[src/rtl/seg7_scan_decoder.sv]
// rtl/seg7_scan_decoder.sv - decodes a scanned 7-segment display back into a BCD frame
//
// Purpose
//   Watches the segment and digit-select lines of a multiplexed 6-digit
//   7-segment display and rebuilds the displayed value. A {dig_sel, seg7}
//   sample must stay unchanged for STABLE_CYCLES consecutive cycles before
//   it is accepted. This rejects ghosting during digit changeover.
//   Accepted samples with exactly one digit selected are decoded into that
//   digit's slot. Once all six slots have been collected, the frame is
//   published to the outputs and held until the consumer acknowledges it.
//
// Configuration
//   SEG7_HEX_DECODE_EN - when defined, the glyphs A b C d E F decode to
//                        4'hA..4'hF. When undefined, they count as
//                        undecodable patterns.
//
// Parameters
//   STABLE_CYCLES - consecutive identical cycles before a sample is accepted (2..255)
//
// Ports
//   clk          in   sole clock, rising edge
//   rst          in   synchronous active-high reset
//   seg7_in      in   [6:0] segment lines, active-low, bit0=a .. bit6=g
//   dig_sel_in   in   [5:0] digit enables, active-low, bit k low selects digit k
//   frame_ack    in   consumer acknowledge of the published frame
//   bcd_out      out  [23:0] published frame, digit k in bits [4k+3:4k]
//   blank_out    out  [5:0] digit k was blank (all segments off)
//   err_out      out  [5:0] digit k held an undecodable pattern
//   frame_valid  out  published frame available, held until acknowledged
//   overrun_out  out  sticky, a completed frame was dropped

module seg7_scan_decoder #(
    parameter int STABLE_CYCLES = 4
) (
    input  logic        clk,
    input  logic        rst,
    input  logic [6:0]  seg7_in,
    input  logic [5:0]  dig_sel_in,
    input  logic        frame_ack,
    output logic [23:0] bcd_out,
    output logic [5:0]  blank_out,
    output logic [5:0]  err_out,
    output logic        frame_valid,
    output logic        overrun_out
);

    localparam int CW = $clog2(STABLE_CYCLES + 1);
    localparam logic [CW-1:0] CNT_SAT    = CW'(STABLE_CYCLES);
    localparam logic [CW-1:0] CNT_ACCEPT = CW'(STABLE_CYCLES - 2);
    localparam logic [5:0]    MASK_FULL  = 6'b111111;

    typedef enum logic {
        COLLECT = 1'b0,
        PUBLISH = 1'b1
    } state_t;

    // Result of decoding one glyph: nibble plus blank/err classification.
    typedef struct packed {
        logic       blank;
        logic       err;
        logic [3:0] nibble;
    } glyph_t;

    // ------------------------------------------------------------------
    // Glyph decode. The patterns are written g..a, matching seg7_in[6:0].
    // ------------------------------------------------------------------
    function automatic glyph_t decode_glyph(input logic [6:0] seg);
        glyph_t g;
        g = '{blank: 1'b0, err: 1'b0, nibble: 4'h0};
        case (seg)
            7'b1000000: g.nibble = 4'h0;
            7'b1111001: g.nibble = 4'h1;
            7'b0100100: g.nibble = 4'h2;
            7'b0110000: g.nibble = 4'h3;
            7'b0011001: g.nibble = 4'h4;
            7'b0010010: g.nibble = 4'h5;
            7'b0000010: g.nibble = 4'h6;
            7'b1111000: g.nibble = 4'h7;
            7'b0000000: g.nibble = 4'h8;
            7'b0010000: g.nibble = 4'h9;
`ifdef SEG7_HEX_DECODE_EN
            7'b0001000: g.nibble = 4'hA;
            7'b0000011: g.nibble = 4'hB;
            7'b1000110: g.nibble = 4'hC;
            7'b0100001: g.nibble = 4'hD;
            7'b0000110: g.nibble = 4'hE;
            7'b0001110: g.nibble = 4'hF;
`endif
            7'b1111111: g.blank  = 1'b1;
            default:    g.err    = 1'b1;
        endcase
        return g;
    endfunction

    // ------------------------------------------------------------------
    // Report whether exactly one digit-select line is low, and which one.
    // ------------------------------------------------------------------
    function automatic logic [3:0] single_low(input logic [5:0] sel);
        logic [2:0] idx;
        int         lows;
        idx  = 3'd0;
        lows = 0;
        for (int k = 0; k < 6; k++) begin
            if (!sel[k]) begin
                lows = lows + 1;
                idx  = 3'(k);
            end
        end
        return {(lows == 1), idx};
    endfunction

    // ------------------------------------------------------------------
    // Sampler and stability counter
    // ------------------------------------------------------------------
    logic [12:0]   sample;
    logic [CW-1:0] count;
    logic [12:0]   sample_next;
    logic          same;
    logic          accept;

    assign sample_next = {dig_sel_in, seg7_in};
    assign same        = (sample_next == sample);
    // The count becomes STABLE_CYCLES-1 on this edge. Because the counter
    // saturates above that value, this point is reached only once per stable run.
    assign accept      = same && (count == CNT_ACCEPT);

    always_ff @(posedge clk) begin
        if (rst) begin
            sample <= '0;
            count  <= '0;
        end else begin
            sample <= sample_next;
            if (!same) begin
                count <= '0;
            end else if (count != CNT_SAT) begin
                count <= count + CW'(1);
            end
        end
    end

    // ------------------------------------------------------------------
    // Slot write decode. The accepted value is the sample register itself,
    // which already equals the input on an accept cycle.
    // ------------------------------------------------------------------
    logic [3:0] sel_info;
    logic       sel_one;
    logic [2:0] sel_idx;
    glyph_t     glyph;
    logic       slot_we;
    logic [5:0] slot_bit;

    assign sel_info = single_low(sample[12:7]);
    assign sel_one  = sel_info[3];
    assign sel_idx  = sel_info[2:0];
    assign glyph    = decode_glyph(sample[6:0]);
    assign slot_we  = accept && sel_one;
    assign slot_bit = slot_we ? (6'b000001 << sel_idx) : 6'b000000;

    // ------------------------------------------------------------------
    // Collection registers and COLLECT/PUBLISH state machine
    // ------------------------------------------------------------------
    state_t      state;
    logic [23:0] slot_bcd;
    logic [5:0]  slot_blank;
    logic [5:0]  slot_err;
    logic [5:0]  mask;

    always_ff @(posedge clk) begin
        if (rst) begin
            state       <= COLLECT;
            slot_bcd    <= '0;
            slot_blank  <= '0;
            slot_err    <= '0;
            mask        <= '0;
            bcd_out     <= '0;
            blank_out   <= '0;
            err_out     <= '0;
            frame_valid <= 1'b0;
            overrun_out <= 1'b0;
        end else begin
            // Slots are written in both states. A later accept for the
            // same digit overwrites the earlier value.
            if (slot_we) begin
                slot_bcd[{sel_idx, 2'b00} +: 4] <= glyph.nibble;
                slot_blank[sel_idx]             <= glyph.blank;
                slot_err[sel_idx]               <= glyph.err;
            end

            case (state)
                COLLECT: begin
                    mask <= mask | slot_bit;
                    if (mask == MASK_FULL) begin
                        state <= PUBLISH;
                    end
                    if (frame_valid && frame_ack) begin
                        frame_valid <= 1'b0;
                    end
                end

                PUBLISH: begin
                    // An ack in this cycle frees the output registers for
                    // the new frame, so the frame is published, not dropped.
                    if (!frame_valid || frame_ack) begin
                        bcd_out     <= slot_bcd;
                        blank_out   <= slot_blank;
                        err_out     <= slot_err;
                        frame_valid <= 1'b1;
                    end else begin
                        overrun_out <= 1'b1;
                    end
                    // If a digit is accepted in this same cycle, keep its
                    // mask bit so it counts toward the next frame.
                    mask  <= slot_bit;
                    state <= COLLECT;
                end

                default: begin
                    state <= COLLECT;
                end
            endcase
        end
    end

endmodule

[config.mk]
export PLATFORM = sky130hd
export DESIGN_NAME = seg7_scan_decoder
export DESIGN_NICKNAME = d
export VERILOG_FILES = /design/src/rtl/seg7_scan_decoder.sv
export SDC_FILE = /design/constraint.sdc
export NUM_CORES = 1
export LEC_CHECK = 0
export ABC_CLOCK_PERIOD_IN_PS = 11800
export CAP_MARGIN = 5
export CORE_MARGIN = 5
export CORE_UTILIZATION = 40
export CTS_BUF_LIST = sky130_fd_sc_hd__clkbuf_8
export DETAILED_ROUTE_END_ITERATION = 8
export GPL_TIMING_DRIVEN = 0
export MAX_ROUTING_LAYER = met4
export PLACE_DENSITY = 0.61
export SLEW_MARGIN = 20
export SYNTH_ARGS = -nofsm -noshare
export SYNTH_HDL_FRONTEND = slang
export SYNTH_SLANG_ARGS = --single-unit
[constraint.sdc]
create_clock -name clk -period 11.8 [get_ports clk]
set_clock_uncertainty 0.1 [all_clocks]
set_input_delay 2.95 -clock clk [delete_from_list [all_inputs] [get_ports clk]]
set_output_delay 2.95 -clock clk [all_outputs]
set_load 0.02 [all_outputs]
## Word-level counts from Yosys, hierarchy flattened

Index checks and enable logic that the tools add are counted.

- Register bits: 97
- Latch bits: 0
- RAM bits: 0
- Bits in read-only memories: 0
- Input port bits: 16
- Output and inout port bits: 38
- Logic and storage cells: 83
- Memories kept: 0

- Add/sub/neg operators: 7
- Multipliers: 0
- Div/mod/pow operators: 0
- Order comparisons: 2
- Eq/ne operators: 17
- Shift-type cells: 3
- Muxes and demuxes: 26
- Bitwise gates (word level): 4
- Reduce and logical (&&, ||, !) cells: 12

Operators by type and width:

| cell | number |
|---|---|
| adder 32 x 2 -> 32 bit, second input constant | 5 |
| two-way mux 32 bit | 5 |
| one-hot mux 4 bit (9 select lines) | 1 |
| equality test 32 x 2 -> 1 bit, second input constant | 1 |
| equality test 7 bit, second input constant | 4 |
| bitwise mux 24 bit | 1 |
| variable shift 4 x 7 -> 24 bit, first input constant | 1 |
| indexed part select 4 x 7 -> 24 bit | 1 |
| equality test 7 x 5 -> 1 bit, second input constant | 3 |
| equality test 7 x 6 -> 1 bit, second input constant | 2 |
| equality test 13 bit | 1 |
| bitwise mux 6 bit | 2 |
| two-way mux 3 bit | 4 |
| one-hot mux 6 bit (2 select lines) | 1 |
| OR reduction 11 bit | 1 |
| two-way mux 1 bit | 8 |
| equality test 7 x 2 -> 1 bit, second input constant | 1 |
| zero test 7 bit | 1 |
| negation 5 -> 7 bit | 1 |
| equality test 6 bit, second input constant | 1 |
| two-way mux 6 bit | 1 |
| OR 6 bit | 1 |
| AND reduction 2 bit | 3 |
| left shift 1 x 3 -> 6 bit, first input constant | 1 |
| 14 further kinds | 20 |

## Logic depth before layout (Yosys ltp)

- Depth after elaboration: 16
- Depth in mapped cells: 19
- Mapped depth without buffers: 18

## Worst setup path before layout

OpenSTA, ideal clock, no wires.

- Path kind: in2reg
- Start: in seg7_in[4]
- End: reg slot_bcd[20]
- Library setup time: 0.120 ns
- Data arrival time: 4.908 ns
- Required time: 11.580 ns
- Setup slack: 6.672 ns
- Stages: 8
- Path buffers: 2
- Path through: xnor2_2 nand4_1 or4_1 buf_2 a2111o_1 or4b_1 buf_2 mux2i_1

- Word-level cells in the longest chain between the ends: 3

Ends and longest elaborated chain:

| what | RTL line | RTL |
|---|---|---|
| from (decl) | 37 | `input logic [6:0] seg7_in,` |
| equality test 13 bit | 122 | `assign same = (sample_next == sample);` |
| logical AND 1 bit | 125 | `assign accept = same && (count == CNT_ACCEPT);` |
| logical AND 1 bit | 156 | `assign slot_we = accept && sel_one;` |
| to (signal, indexed assignment) | 184 | `slot_bcd[{sel_idx, 2'b00} +: 4] <= glyph.nibble;` |
| to (decl) | 163 | `logic [23:0] slot_bcd;` |

Every way passes these cells.
A chain may end at the register's enable or synchronous reset.

## Worst setup path after layout

- Start: in seg7_in[4]
- End: reg slot_err[1]

- Word-level cells in the longest chain between the ends: 3

Ends and longest elaborated chain:

| what | RTL line | RTL |
|---|---|---|
| equality test 13 bit | 122 |  |
| logical AND 1 bit | 125 |  |
| logical AND 1 bit | 156 |  |
| to (signal, indexed assignment) | 186 | `slot_err[sel_idx] <= glyph.err;` |
| to (decl) | 165 | `logic [5:0] slot_err;` |

Every way passes these cells.

==> results.sh <==
export IMPL_cts_sinks=97
export IMPL_cts_tree="done"
export IMPL_grt_pass1_vias=3563
export IMPL_numCtsBuffers=9
export IMPL_min_period_over_period_pct=48.4
export IMPL_die_area_um2=13400
export IMPL_synth_edf_count=0
export IMPL_fmax_ghz=0.175
export IMPL_synth_seq_cells=97
export IMPL_antenna_left=0
export IMPL_hold_viol_final=0
export IMPL_drt_total_wl_um=10100
export IMPL_ios=54
export IMPL_clk_pin_slew_ns=0.09
export IMPL_initial_core_util_pct=41.1
export IMPL_die_h_um=116
export IMPL_start_kind="input port"
export IMPL_synthCells=514
export IMPL_clk_latency_ns=0.36
export IMPL_gp_congestion=0.865
export IMPL_postCtsResizedCells=0
export IMPL_syn_area_um2=4490
export IMPL_post_route_cell_area_um2=5360
export IMPL_seq_area_frac_synth_pct=43.3
export IMPL_p_leak_nw=1.93
export IMPL_grt_pass1_wl_um=17100
export IMPL_fin_nets=606
export IMPL_clk_path_buf_depth=2
export IMPL_tightest_slew_ns=0.993
export IMPL_overflow=0
export IMPL_synth_main_ff_cell="dfxtp_1"
export IMPL_hpwl_um=7590
export IMPL_synth_warning_count=0
export IMPL_rows=38
export IMPL_firstDrtPassIters=4
export IMPL_drv_slew=0
export IMPL_p_comb_share_pct=11.9
export IMPL_avgViaCountPerCell=4.95
export IMPL_holdCritPathClass="reg2reg"
export IMPL_seqPwrFrac_pct=55.4
export IMPL_syn_to_final_growth_pct=19.4
export IMPL_setup_viol=0
export IMPL_grt_max_degree=16
export IMPL_grt_antenna_before_repair=0
export IMPL_grt_usage_pct=16.5
export IMPL_peakVddDrop_mv=0.0546
export IMPL_power_density_nw_per_um2=112
export IMPL_wire_per_inst_um=14.0
export IMPL_port_buffers=52
export IMPL_post_route_drc_count=0
export IMPL_yosysUniqueCellTypes=48
export IMPL_p_int_uw=443
export IMPL_die_width_um=116
export IMPL_core_area_um2=10900
export IMPL_drive_gt1_share_pct=6.20
export IMPL_finalSetupTns_ns=0
export IMPL_cts_root_buf="clkbuf_8"
export IMPL_maxCapViolCount=0
export IMPL_rsz0062_at_grt="no"
export IMPL_worstPathMaxFanout=6
export IMPL_cts_hold_buf=0
export IMPL_cp_end_kind="flip-flop"
export IMPL_crit_required_ns=11.99
export IMPL_num_vias=3572
export IMPL_post_route_util_pct=49.0
export IMPL_placed_area_um2=5190
export IMPL_clockPowerShare_pct=32.8
export IMPL_postSynth_asyncResetShare_pct=0
export IMPL_diodes=0
export IMPL_cp_arrival_ns=5.90
export IMPL_slew_headroom_pct=33.2
export IMPL_h_tree_depth=3
export IMPL_fill_cells=1074
export IMPL_drt_initial_drc_count=190
export IMPL_synth_top_cell_by_area="dfxtp_1"
export IMPL_min_from="slot_bcd[23]$_SDFFE_PP0P_"
export IMPL_crit_path_start="seg7_in[4]"
export IMPL_cts_setup_buffers=0
export IMPL_switching_share_pct=25.9
export IMPL_synth_nets=543
export IMPL_outcome="complete, no violations"
export IMPL_netlist_top_cells_area="dfxtp_1 (43%), nand2_1 (7.6%), mux2i_1 (6.5%)"
export IMPL_r2r_start="sample[8]$_SDFF_PP0_"
export IMPL_yosysTopAreaCellShare_pct=43.3
export IMPL_finalCriticalPeriod_ns=5.71
export IMPL_worstSetupPathType="in2reg"
export IMPL_avgSynthCellArea_um2=8.73
export IMPL_p_sw_uw=155
## worst paths after layout
check | cells after the start | endpoint | slack [ns]
worst min-delay path | 2 | bcd_out[23]$_SDFFE_PP0P_ | 0.36
worst max register to register | 17 | slot_bcd[7]$_SDFFE_PP0P_ | 6.93
worst max-delay path | 8 | slot_err[1]$_SDFFE_PP0P_ | 6.09
worst min register to register | 2 | bcd_out[23]$_SDFFE_PP0P_ | 0.36
## cell usage after synthesis, types with 3 or more instances
cell type / instances
nand3_1: 15
o21ai_0: 10
xnor2_2: 4
or3_1: 5
nor2b_1: 21
nand4b_1: 3
a21oi_1: 52
mux2i_1: 29
buf_2: 6
nor3_1: 8
nand3b_1: 4
nand2_1: 91
buf_6: 5
nand4_1: 4
dfxtp_1: 97
ha_1: 13
nor2_1: 19
o21ba_2: 3
nand2b_1: 41
nor3b_1: 3
clkbuf_1: 22
a21boi_0: 3
xnor2_1: 12
and3_1: 4
inv_1: 11
## critical path, cell delays in order
cell	delay (ns)
clkdlybuf4s50_1	0.53
xnor2_2	0.13
nand4_1	0.11
or4_1	0.49
buf_2	0.17
nor4_1	0.70
nor3b_1	0.57
mux2i_1	0.24
## placed cells by master, fill, tap and decap left out, types with 15 or more instances in the layout
cell type	n
a21oi_1	52
clkbuf_1	22
clkdlybuf4s50_1	52
dfxtp_1	97
mux2i_1	29
nand2_1	91
nand2b_1	41
nand3_1	15
nor2_1	19
nor2b_1	21
## logic make-up (layout without fill, tap and decap cells)
kind of cell	Yosys count	after routing	share of synthesized area, %
flip-flops	97	97	43.3
multiplexers	30	30	6.72
buffers and inverters	46	113	4.85
adder cells (fa/ha/maj)	13	13	3.62
AO/OA/AOI/OAI	78	78	9.98
XOR/XNOR	20	20	5.21
AND/OR/NAND/NOR	230	230	26.4
## power by group through the flow
| stage | Combinational (mW) | Sequential (mW) | Clock (mW) |
|---|---|---|---|
| 5_1_grt | 0.0780 | 0.331 | 0.218 |
| 2_1_floorplan | 0.0510 | 0.338 | 0 |
| 6_report | 0.0709 | 0.331 | 0.196 |
| 3_3_place_gp | 0.0676 | 0.339 | 0 |
| 3_5_place_dp | 0.0705 | 0.339 | 0 |
| 4_1_cts | 0.0710 | 0.331 | 0.204 |
## sequential cells by signal, indices dropped and copies added, names as in the netlist
name / count
bcd_out: 24
slot_bcd: 24
sample: 13
blank_out: 6
err_out: 6
mask: 6
slot_blank: 6
slot_err: 6
count: 3
frame_valid: 1
overrun_out: 1
state: 1
## metrics by stage
step           total power [mW]  hold WS, ns  worst slack (ns)  std cells
6_report                  0.598        0.356              6.09        721
5_1_grt                   0.628        0.380              5.99        721
4_1_cts                   0.607        0.360              6.10        721
3_5_place_dp              0.409        0.347              5.70        706
3_3_place_gp              0.406        0.344              5.61        706
2_1_floorplan             0.389        0.328              6.67        514
## area by class of cell
cell class                      instances  area, um^2  share of cell area (%)
Timing Repair Buffer                   52         520                    9.71
Multi-Input combinational cell        371        2330                    43.5
Inverter                               11        41.3                   0.770
Tap cell                              140         175                    3.27
Sequential cell                        97        1940                    36.2
Buffer                                 35         176                    3.29
Clock inverter                          5        33.8                   0.630
Clock buffer                           10         138                    2.57
## metal layers
metal / global-route usage (%) / vias up / share of wire (%)
met2: 27.3 / 72 / 48
li1: - / 1838 / -
met4: 4.80 / 0 / 1.0
met3: 3.29 / 8 / 4.9
met1: 20.4 / 1654 / 46
met5: - / - / 0
No activity file was read; power rests on OpenSTA's default activity.
==> RTL change 1 (same flow settings) <==
The parameter `STABLE_CYCLES` goes from 4 to 8.
--- a/src/rtl/seg7_scan_decoder.sv
+++ b/src/rtl/seg7_scan_decoder.sv
@@ -31,5 +31,5 @@
 
 module seg7_scan_decoder #(
-    parameter int STABLE_CYCLES = 4
+    parameter int STABLE_CYCLES = 8
 ) (
     input  logic        clk,
Behaviour: same outputs for any inputs over 10 cycles, from zero or initial values and one cycle with rst high; that may be too few to reach the edited logic, so the function may still have changed.
==> RTL change 1 against the unedited design <==
  * Routed wire length is 4.0% higher
  * Count of clock-buffer cells in the layout is 1 lower
  * Total power is 8.1% higher
  * Non-clock buffer count is 3 lower
  * Cell area is 1.2% higher
  * Largest power group unchanged
  * Area after synthesis is 0.17% higher
  * Setup slack better by 0.14 ns
  * Final cell count is 0.69% higher
  * Sequential cell count is 1 higher
==> RTL change 1: results <==
{
  "antenna_found_initial": 0,
  "dp_hpwl_um": 8000,
  "grt_pass1_vias": 3787,
  "power_leakage_nw": 1.91,
  "wl_um": 10500,
  "synth_cell_type_count": 42,
  "grt_usage_pct": 17.5,
  "async_reset_ff_share_pct": 0,
  "grt_max_degree": 18,
  "top_regs": "bcd_out: 24 flops, slot_bcd: 24 flops, sample: 13 flops",
  "synth-xor-area-share_pct": 4.45,
  "cpMostUsedCell": "nand4_1",
  "drt_iter0_markers": 191,
  "h-tree-depth": 3,
  "hp-class": "reg -> reg",
  "slowest_delay_ns": 0.66,
  "avgViaCountPerCell": 5.02,
  "cts-root-buf": "clkbuf_8",
  "yosys_warnings": 0,
  "numCtsBuffers": 9,
  "ys_seq_area_share_pct": 43.6,
  "setup_viol": 0,
  "drive_above_1_share_pct": 5.12,
  "cp_max_fo": 7,
  "ctsResizeCount": 0,
  "status": "finished clean",
  "vdd_drop_max_mv": 0.0776,
  "critPathSlowestCell": "nand4_1",
  "postCtsSetupRepairBufs": 0,
  "ctsLongestPathBuffers": 2,
  "globalplace.congestion": 0.902,
  "fill_cells": 1067,
  "drtAntennaViolNets": 0,
  "synth_adder_area_share_pct": 3.62,
  "synth_compound_area_share_pct": 8.46,
  "first_pass_iters": 4,
  "maxSlewHeadroom_pct": 36.3,
  "hold_viol": 0,
  "syn_nets": 546,
  "finalNetCount": 610,
  "synthMuxAreaShare_pct": 8.74,
  "grt_first_pass_wirelength_um": 17900,
  "io_buffers": 53,
  "postPlaceCellArea_mm2": 0.00520,
  "path_delay_family": "simple AND/OR/NAND/NOR gates",
  "clkLatencyLatePin_ns": 0.39,
  "synth_common_cells": "98 x dfxtp_1, 97 x nand2_1, 49 x a21oi_1",
  "synthTopCellsByArea": "dfxtp_1 44%, mux2i_1 8.2%, nand2_1 8.1%, nand2b_1 6.1%, a21oi_1 5.5%",
  "n_antenna_cell": 0,
  "clk_pin_slew_ns": 0.09
}
==> RTL change 1: path summary, 6_finish.rpt <==
path,startpoint,endpoint,slack [ns],cells past startpoint
max reg2reg,sample[8],slot_bcd[15],7.51,16
min,slot_blank[3],blank_out[3],0.35,2
max,seg7_in[4],slot_bcd[17],6.24,7
min reg2reg,slot_blank[3],blank_out[3],0.35,2
==> RTL change 1: worst min-delay path: stages, from the launching register on <==
cell	delay (ns)
dfxtp_1	0.32
nand2_1	0.05
a21oi_1	0.05
==> RTL change 1: routing by layer <==
layer  global-route usage, %  routed length (µm)  vias up
met5                       -                   0        -
met4                    6.19                 182        0
met3                    4.86                 451       12
met2                    29.4                5130       67
met1                    20.0                4700     1692
li1                        -                   -     1876
==> RTL change 1: power breakdown <==
part / total (W) / switching [W] / internal [W]
logic: 0.0000704 / 0.0000425 / 0.0000280
clock network: 0.000240 / 0.000120 / 0.000121
registers: 0.000335 / 0.00000265 / 0.000333
total: 0.000646 / 0.000165 / 0.000481
==> RTL change 1: layout make-up <==
| class | instances | area (µm²) | share of cell area, % |
|---|---|---|---|
| multi-input combinational | 376 | 2370 | 43.7 |
| timing repair buffer | 53 | 531 | 9.77 |
| sequential | 98 | 1960 | 36.1 |
| inverter | 12 | 45.0 | 0.830 |
| clock inverter | 7 | 101 | 1.87 |
| tap | 140 | 175 | 3.23 |
| buffer | 31 | 120 | 2.21 |
| clock buffer | 9 | 124 | 2.28 |
==> RTL change 1: stage by stage <==
step	hold WS [ns]	worst slack, ns	total power [W]	utilization (%)	std cells
after floorplan	0.327	6.79	0.000393	-	517
after global placement	0.343	5.93	0.000411	47.6	710
after detailed placement	0.346	5.87	0.000413	47.6	710
after CTS	0.359	6.26	0.000655	49.6	726
after global routing	0.380	6.01	0.000678	49.6	726
final	0.348	6.24	0.000646	49.6	726
==> RTL change 2 (same settings) <==
Without the edit above. Reset style: asynchronous (`rst`), changed in 2 clocked blocks. Comments in the files are not updated.
--- a/src/rtl/seg7_scan_decoder.sv
+++ b/src/rtl/seg7_scan_decoder.sv
@@ -125,5 +125,5 @@
     assign accept      = same && (count == CNT_ACCEPT);
 
-    always_ff @(posedge clk) begin
+    always_ff @(posedge clk or posedge rst) begin
         if (rst) begin
             sample <= '0;
@@ -166,5 +166,5 @@
     logic [5:0]  mask;
 
-    always_ff @(posedge clk) begin
+    always_ff @(posedge clk or posedge rst) begin
         if (rst) begin
             state       <= COLLECT;
Function: no difference found for any inputs over 10 cycles, from zero or initial values and one cycle with rst high; that may be too few to reach the edited logic, so the function may still have changed.
==> RTL change 2 against the unedited design <==
  * Total power increased by 1.9%
  * Sequential power increased by 2%
  * Routed wire length decreased by 7.5%
  * Hold slack improved by 0.027 ns
  * Sequential cell count unchanged
  * Cell area increased by 3.1%
  * Setup slack improved by 0.23 ns
  * Area after synthesis increased by 2.4%
  * Register-to-register slack improved by 0.20 ns
==> RTL change 2: results <==
{
  "status": "finished clean",
  "drt_iter0_markers": 94,
  "power_leakage_nw": 2.62,
  "synth-xor-area-share_pct": 4.66,
  "slew_viol_final": 0,
  "grt_pass1_vias": 3063,
  "drtAntennaViolNets": 0,
  "p_comb_share_pct": 10.7,
  "ys_seq_area_share_pct": 52.8,
  "grt_max_degree": 76,
  "grt_first_pass_wirelength_um": 15500,
  "cp_max_fo": 10,
  "wl_met1_um": 4660,
  "cp.arrival_ns": 5.64,
  "syn_nets": 412,
  "drive_above_1_share_pct": 21.0,
  "yosys_warnings": 0,
  "wl_met2_um": 4220,
  "r2r_start": "sample[8]",
  "grtUsageMet3_pct": 2.47,
  "clk_pin_slew_ns": 0.09,
  "r2r.worst_path.cells": 18,
  "fill_cells": 1073,
  "dp_hpwl_um": 6710,
  "postCtsSetupRepairBufs": 0,
  "wl_met3_um": 264,
  "io_buffers": 53,
  "synth_adder_area_share_pct": 3.54,
  "hold_end": "overrun_out",
  "synth_common_cells": "97 x dfrtp_1, 51 x mux2_2, 25 x nand2_1",
  "whs_ns": 0.383,
  "vdd_drop_max_mv": 0.0548,
  "synthMuxAreaShare_pct": 16.2,
  "wl_um": 9300,
  "synthTopCellsByArea": "dfrtp_1 53%, mux2_2 12%, ha_1 3.5%, xnor2_1 3.4%, nand2_1 2.0%",
  "gr-usage-met2_pct": 22.8,
  "maxSlewHeadroom_pct": 46.8,
  "postPlaceCellArea_mm2": 0.00534,
  "cp-startpoint": "dig_sel_in[5]",
  "timing.rr.end": "slot_bcd[19]",
  "vias": 3007,
  "finalNetCount": 477,
  "drv_cap": 0,
  "worstHoldPathCells": 1,
  "grt_usage_pct": 15.2,
  "async_reset_ff_share_pct": 100,
  "h-tree-depth": 3,
  "hold_start": "overrun_out",
  "synth_compound_area_share_pct": 5.77,
  "intPower_w": 0.000446,
  "use_met1_pct": 20.5,
  "numCtsBuffers": 9,
  "reg2reg_slack_ns": 7.13,
  "synth_cell_type_count": 49,
  "seq-power_w": 0.000336,
  "globalplace.congestion": 0.826,
  "cts-root-buf": "clkbuf_8",
  "clkLatencyLatePin_ns": 0.38
}
## RTL change 2: cell types whose count changed in the layout (fill, tap and decap cells not counted), sizes merged, moves of 7 or more
| cell | change |
|---|---|
| a21oi | -50 |
| clkbuf | -13 |
| dfrtp | +97 |
| dfxtp | -97 |
| inv | +10 |
| mux2 | +56 |
| mux2i | -21 |
| nand2 | -66 |
| nand2b | -36 |
| nor2b | -13 |
| o21ai | +7 |
## RTL change 2: per-stage QoR
stage	setup WS, ns	power [W]	instances	utilization [%]
after global routing	6.27	0.000635	596	48.8
after CTS	6.35	0.000616	596	48.8
after floorplan	6.22	0.000389	383	-
after detailed placement	5.96	0.000408	580	47.1
after global placement	4.85	0.000405	579	46.9
final	6.33	0.000609	596	48.8
## RTL change 2: area by class of cell
class | instances | share of cell area [%]
Timing Repair Buffer | 54 | 10.1
Multi-Input combinational cell | 244 | 35.7
Buffer | 21 | 2.08
Tap cell | 143 | 3.24
Clock inverter | 6 | 0.906
Inverter | 21 | 1.52
Sequential cell | 97 | 43.9
Clock buffer | 10 | 2.49
## RTL change 2: worst max-delay path by stage
stage / to / slack (ns) / cells after the start
final: slot_bcd[19] / 6.33 / 9
after global routing: slot_bcd[19] / 6.27 / 9
after CTS: slot_bcd[19] / 6.35 / 9
after detailed placement: slot_bcd[19] / 5.96 / 9
after global placement: count[2] / 4.85 / 2
after floorplan: bcd_out[0] / 6.22 / 1
## RTL change 2: worst max-delay path: stages
cell             delay, ns
clkdlybuf4s50_1       0.51
xnor2_1               0.15
nand4_1               0.18
or4_4                 0.55
nand3b_4              0.18
buf_6                 0.15
or4b_4                0.48
buf_6                 0.17
mux2_4                0.30
